## src/rtl/snake_pkg.sv

```systemverilog
// Shared snake-game types: board geometry, cell index, food FSM states, placement LFSR polynomial.
package snake_pkg;

  localparam int GRID_LOG2 = 3;
  localparam int CELLS     = 1 << (2 * GRID_LOG2);

  typedef logic [2*GRID_LOG2-1:0] cell_idx_t;

  typedef enum logic [2:0] {
    IDLE,
    HIT,
    SEARCH,
    PLACED,
    FULL
  } fcu_state_t;

  // x^6 + x^5 + 1: feedback from the two most significant stages
  localparam cell_idx_t LFSR_TAPS = 6'b110000;

  function automatic cell_idx_t lfsr_next(input cell_idx_t v);
    return {v[4:0], ^(v & LFSR_TAPS)};
  endfunction

endpackage

```

## src/rtl/food_lfsr.sv

```systemverilog
// Free-running 6-bit Fibonacci LFSR used to pick the first candidate cell for food placement.
module food_lfsr
  import snake_pkg::*;
#(
  parameter cell_idx_t SEED = 6'h2D
) (
  input  logic      clk,
  input  logic      rst_n,
  output cell_idx_t value
);

  // A non-zero seed keeps the register out of the all-zero lock-up state.
  always_ff @(posedge clk or negedge rst_n) begin
    if (!rst_n) value <= SEED;
    else        value <= lfsr_next(value);
  end

endmodule

```

## src/rtl/food_collision_unit.sv

```systemverilog
// Food placement and head-on-food detection; relocation scans one cell per cycle (1..64 cycles).
// Optional FOOD_SCORE_EN adds a saturating hit counter on the score output.
module food_collision_unit #(
  parameter int          GRID_LOG2 = 3,
  parameter logic [5:0]  LFSR_SEED = 6'h2D,
  parameter logic [5:0]  INIT_FOOD = 6'd36
) (
  input  logic                        clk_master,
  input  logic                        reset,
  input  logic                        set_collide,
  input  logic                        snake_increment,
  input  logic                        clk_food,
  input  logic [GRID_LOG2-1:0]        head_x,
  input  logic [GRID_LOG2-1:0]        head_y,
  input  logic [snake_pkg::CELLS-1:0] body_map,
  output logic [GRID_LOG2-1:0]        food_x,
  output logic [GRID_LOG2-1:0]        food_y,
  output logic                        food_valid,
  output logic                        food_collision,
  output logic                        food_collision_replace,
`ifdef FOOD_SCORE_EN
  output logic [7:0]                  score,
`endif
  output logic                        board_full
);
  import snake_pkg::*;

  fcu_state_t state, state_nxt;
  cell_idx_t  food, food_nxt;
  cell_idx_t  cand, cand_nxt;
  cell_idx_t  tries, tries_nxt;
  cell_idx_t  lfsr;
  logic       valid_nxt, coll_nxt, repl_nxt, full_nxt;

  food_lfsr #(.SEED(LFSR_SEED)) u_lfsr (
    .clk   (clk_master),
    .rst_n (reset),
    .value (lfsr)
  );

  always_comb begin
    state_nxt = state;
    food_nxt  = food;
    cand_nxt  = cand;
    tries_nxt = tries;
    valid_nxt = food_valid;
    coll_nxt  = food_collision;
    repl_nxt  = food_collision_replace;
    full_nxt  = board_full;
    case (state)
      IDLE: begin
        if (set_collide && ({head_y, head_x} == food)) begin
          state_nxt = HIT;
          coll_nxt  = 1'b1;
        end
      end
      HIT: begin
        if (snake_increment) begin
          state_nxt = SEARCH;
          coll_nxt  = 1'b0;
          valid_nxt = 1'b0;
          cand_nxt  = lfsr;
          tries_nxt = '0;
        end
      end
      SEARCH: begin
        // The old food cell is excluded so the new food always moves.
        if (!body_map[cand] && (cand != food)) begin
          state_nxt = PLACED;
          food_nxt  = cand;
          valid_nxt = 1'b1;
          repl_nxt  = 1'b1;
        end else if (tries == 6'd63) begin
          state_nxt = FULL;
          full_nxt  = 1'b1;
        end else begin
          cand_nxt  = cand + 6'd1;
          tries_nxt = tries + 6'd1;
        end
      end
      PLACED: begin
        if (clk_food) begin
          state_nxt = IDLE;
          repl_nxt  = 1'b0;
        end
      end
      FULL: begin
        state_nxt = FULL;
      end
      default: begin
        state_nxt = IDLE;
      end
    endcase
  end

  always_ff @(posedge clk_master or negedge reset) begin
    if (!reset) begin
      state                  <= IDLE;
      food                   <= INIT_FOOD;
      cand                   <= '0;
      tries                  <= '0;
      food_valid             <= 1'b1;
      food_collision         <= 1'b0;
      food_collision_replace <= 1'b0;
      board_full             <= 1'b0;
    end else begin
      state                  <= state_nxt;
      food                   <= food_nxt;
      cand                   <= cand_nxt;
      tries                  <= tries_nxt;
      food_valid             <= valid_nxt;
      food_collision         <= coll_nxt;
      food_collision_replace <= repl_nxt;
      board_full             <= full_nxt;
    end
  end

  assign food_x = food[2:0];
  assign food_y = food[5:3];

`ifdef FOOD_SCORE_EN
  always_ff @(posedge clk_master or negedge reset) begin
    if (!reset) begin
      score <= 8'd0;
    end else if ((state == IDLE) && (state_nxt == HIT) && (score != 8'hFF)) begin
      score <= score + 8'd1;
    end
  end
`endif

endmodule

```

## config.mk

```make
export PLATFORM = sky130hd
export DESIGN_NAME = food_collision_unit
export DESIGN_NICKNAME = d
export VERILOG_FILES = /design/src/rtl/snake_pkg.sv /design/src/rtl/food_lfsr.sv /design/src/rtl/food_collision_unit.sv
export SDC_FILE = /design/constraint.sdc
export NUM_CORES = 1
export LEC_CHECK = 0
export CELL_PAD_IN_SITES_DETAIL_PLACEMENT = 1
export CELL_PAD_IN_SITES_GLOBAL_PLACEMENT = 2
export CORE_UTILIZATION = 26
export CTS_CLUSTER_SIZE = 16
export DETAILED_ROUTE_END_ITERATION = 16
export HOLD_SLACK_MARGIN = 0.12
export PLACE_DENSITY = 0.79
export REMOVE_ABC_BUFFERS = 1
export SYNTH_ARGS = -nofsm -noshare
export SYNTH_HDL_FRONTEND = slang
export SYNTH_SLANG_ARGS = --single-unit
```

## constraint.sdc

```tcl
create_clock -name clk_master -period 2.63 [get_ports clk_master]
set_clock_uncertainty 0.15 [all_clocks]
set_input_delay 0.526 -clock clk_master [delete_from_list [all_inputs] [get_ports clk_master]]
set_output_delay 0.526 -clock clk_master [all_outputs]
set_load 0.03 [all_outputs]
```

==> summary.txt <==
Outcome
  • Status: finished, final reports clean

Critical path
  • Critical Path Source Type: primary input
  • CP max-delay cell: mux4_1
  • WP data arrival: about 2.5 ns
  • Critical Path End Type: flop
  • Cells along the critical path: clkdlybuf4s50_1, mux4_1, a22oi_1, a41oi_1, nand2_1, and2_4, nand2_8, mux2_4
  • Reg-to-Reg Start: cand[0]
  • CP Class: primary input to flop
  • Crit path max fanout: 7
  • Crit path buffers/inverters: 1
  • R2R Setup Slk: approximately 0.14 ns
  • Required time worst endpoint: approximately 2.7 ns
  • Reg2reg path depth: 8
  • Crit path max-delay family: multiplexers
  • Reg-to-reg endpoint: food[3]
  • Slowest stage delay, CP: approximately 0.49 ns

Yosys
  • Post-Syn Area per Cell: around 11 sq um
  • Synth Warn #: 0
  • Mapped Cells: around 200
  • Post-synth ARST share: 100%
  • Cell variety after synth: 42
  • Seq/Total Area, Yosys: a little over a third
  • #FFs+latches synth: 31
  • Top FF cell, synth: dfrtp_1
  • EDFF count, synth: 0
  • Netlist Area Pre-Place: 2170 sq um

STA
  • # setup viols final: 0
  • Peak Freq: slightly below 400 MHz
  • Setup TNS: 0 ns
  • Final min period: between 2 and 3 ns
  • WHS: between 0.2 and 0.25 ns
  • Max-slew headroom: approximately 60%
  • Slew Limit Fails: 0
  • Worst-margin pin slew: 0.572 ns
  • RSZ-0062 raised after global routing: no
  • Crit share post-route: 95.8%
  • Final Hold Viols: 0

Final layout
  • # nets final: approximately 370
  • Final Instance Count excl. Fillers: 400
  • Layout area overhead: 55.5%
  • Ant diodes: 0
  • Filler cell count: around 900
  • Share of layout cells above drive strength 1: around a fifth

Floorplan
  • Standard cell core area: a little under 8000 sq um
  • Row Count: 32
  • Full die area: a little under 9000 sq um
  • Die height: between 90 and 100 um
  • I/O pin cnt: 85
  • Die W: just over 90 um
  • Initial Utilization: between 20% and 30%

Place
  • Post-Place Cells: 388
  • HPWL after detailed placement: approximately 5200 um
  • IO buf count: 84
  • Final RePlAce weighted congestion: 0.728

Global routing
  • Total congestion overflow: 0
  • GRT Util Overall: between 15 and 20%
  • Number of global-route vias before repair: between 2000 and 2500
  • Largest net degree at the start of global routing: 32
  • First-pass GRT wire length: roughly 11000 um
  • Antenna violations before repair: 0

Power and ir drop
  • Leak pwr: 1.32 nW
  • Pwr/cell area: 331 nW/um^2
  • Peak VDD IR: roughly 0.00017 V

Clock network
  • Clk sink count: 31
  • Worst-skew pair later-pin latency: 0.28 ns
  • Hold_buf cts: 0
  • CTS root buf: clkbuf_8
  • CTS Buf Count: 5
  • Worst-path clk slew: about 0.07 ns
  • CTS tree: done
  • # H-tree levels: 2
  • Max Buffers Root-to-Sink: 2

Route
  • DRT Pass-1 Iters: 4
  • Routed Wire Length: 6460 um
  • Vias: approximately 2000
  • Remaining DRCs: 0
  • Wire per inst: about 16 um
  • Remaining antenna violation count: 0
  • Iter 0 DRT Violations: 35
  • Vias/cell: between 4 and 5

Worst hold path
  • Hold path startpoint: u_lfsr.value[2]
  • Hold Crit Depth: 0
  • WHS Endpoint: u_lfsr.value[3]
  • Worst min path class: flop to flop

Run
  • Max-Cap Viols: 0
[power breakdown]
| part | switching, mW | internal [mW] | total, mW |
|---|---|---|---|
| combinational | 0.0331 | 0.116 | 0.150 |
| sequential | 0 | 0.477 | 0.477 |
| clock | 0.182 | 0.306 | 0.488 |
[per-layer routing]
layer  wire [um]  global-route usage (%)  part of all wire (%)
met4          55                    3.08                  0.85
met3         222                    3.01                   3.4
met1        2880                    20.3                    45
met5           0                       0                     0
met2        3300                    27.8                    51
[per-stage QoR]
step / setup WS [ns] / cell area (sq um) / utilization [%] / total power [mW]
after floorplan: -0.223 / 2090 / - / 0.513
final: 0.110 / 3370 / 42.8 / 1.11
after detailed placement: -0.232 / 3200 / 40.6 / 0.637
after CTS: 0.0431 / 3320 / 42.1 / 1.13
after global placement: -0.183 / 3200 / 40.6 / 0.633
after global routing: 0.00459 / 3370 / 42.8 / 1.16
[how the worst max path moves through the flow]
stage | from | to | slack [ns] | depth (start not counted)
after CTS | cand[0] | cand[5] | 0.04 | 8
after global placement | body_map[19] | cand[5] | -0.18 | 8
final | body_map[22] | food[3] | 0.11 | 8
after detailed placement | body_map[19] | cand[3] | -0.23 | 8
after floorplan | cand[0] | food[0] | -0.22 | 7
after global routing | cand[0] | food[3] | 0.005 | 8
[final cells by class]
cell class | instances | area [sq um] | area share, %
inverters | 4 | 15.0 | 0.445
flip-flops and latches | 31 | 787 | 23.3
clock inverters | 2 | 35.0 | 1.04
multi-input cells | 151 | 1310 | 38.8
repair buffers | 104 | 1020 | 30.1
well taps | 102 | 128 | 3.78
clock buffers | 6 | 82.6 | 2.45
[placed cells by master, fill, tap and decap left out, types with 6 or more instances in the layout]
| cell type | instances |
|---|---|
| nor2_1 | 8 |
| clkbuf_8 | 6 |
| mux2i_1 | 6 |
| dfrtp_1 | 22 |
| nand2_1 | 21 |
| dfstp_2 | 7 |
| mux4_2 | 6 |
| mux4_1 | 9 |
| clkdlybuf4s50_1 | 84 |
| mux2_4 | 6 |
| nand3_1 | 6 |
| a21oi_1 | 15 |
| o21ai_0 | 15 |
| xnor2_1 | 10 |
| buf_4 | 18 |
[registers in the layout (all words and copies together), names as in the netlist]
| signal | count |
|---|---|
| board_full | 1 |
| cand | 6 |
| food | 6 |
| food_collision | 1 |
| food_collision_replace | 1 |
| food_valid | 1 |
| state | 3 |
| tries | 6 |
| u_lfsr.value | 6 |
[Yosys cell counts, types with 2 or more instances]
library cell | instances | area, sq um
a21oi_1 | 15 | 75.1
a22oi_1 | 3 | 22.5
a41oi_1 | 3 | 26.3
and2_1 | 3 | 18.8
and3_1 | 2 | 12.5
buf_2 | 5 | 25.0
buf_6 | 2 | 22.5
clkbuf_1 | 4 | 15.0
dfrtp_1 | 24 | 601
dfstp_2 | 7 | 184
ha_1 | 2 | 25.0
inv_1 | 4 | 15.0
mux2_2 | 3 | 33.8
mux2_4 | 6 | 90.1
mux2i_1 | 6 | 60.1
mux4_1 | 9 | 236
mux4_2 | 6 | 135
nand2_1 | 22 | 82.6
nand2b_1 | 4 | 25.0
nand3_1 | 6 | 30.0
nand3b_1 | 3 | 22.5
nand4_1 | 4 | 25.0
nor2_1 | 8 | 30.0
nor2b_1 | 3 | 18.8
o21ai_0 | 15 | 75.1
o31ai_1 | 2 | 15.0
xnor2_1 | 10 | 87.6
xor2_1 | 3 | 26.3
[repair_timing]
item | in CTS | in global routing
endpoints found under the setup margin | 0 | 14
endpoints found under the hold margin | 0 | 0
resized for setup | 0 | 8
setup buffers | 0 | 4
[kinds of logic after synthesis]
kind of cell / count (synthesis) / synth area share (%)
XOR/XNOR: 13 / 5.25
flip-flops: 31 / 36.2
adder cells (fa/ha/maj): 2 / 1.15
multiplexers: 30 / 25.6
AND/OR/NAND/NOR: 59 / 14.1
buffers and inverters: 16 / 4.50
AO/OA/AOI/OAI: 47 / 13.2
[worst register-to-register path: stages, from the launching register on]
cell	delay, ns
dfrtp_1	0.39
buf_4	0.19
mux4_1	0.59
a21oi_1	0.19
nand3_1	0.15
nand2_1	0.12
and2_4	0.20
nand2_8	0.09
mux2_4	0.31
No activity file was read; power rests on OpenSTA's default activity.
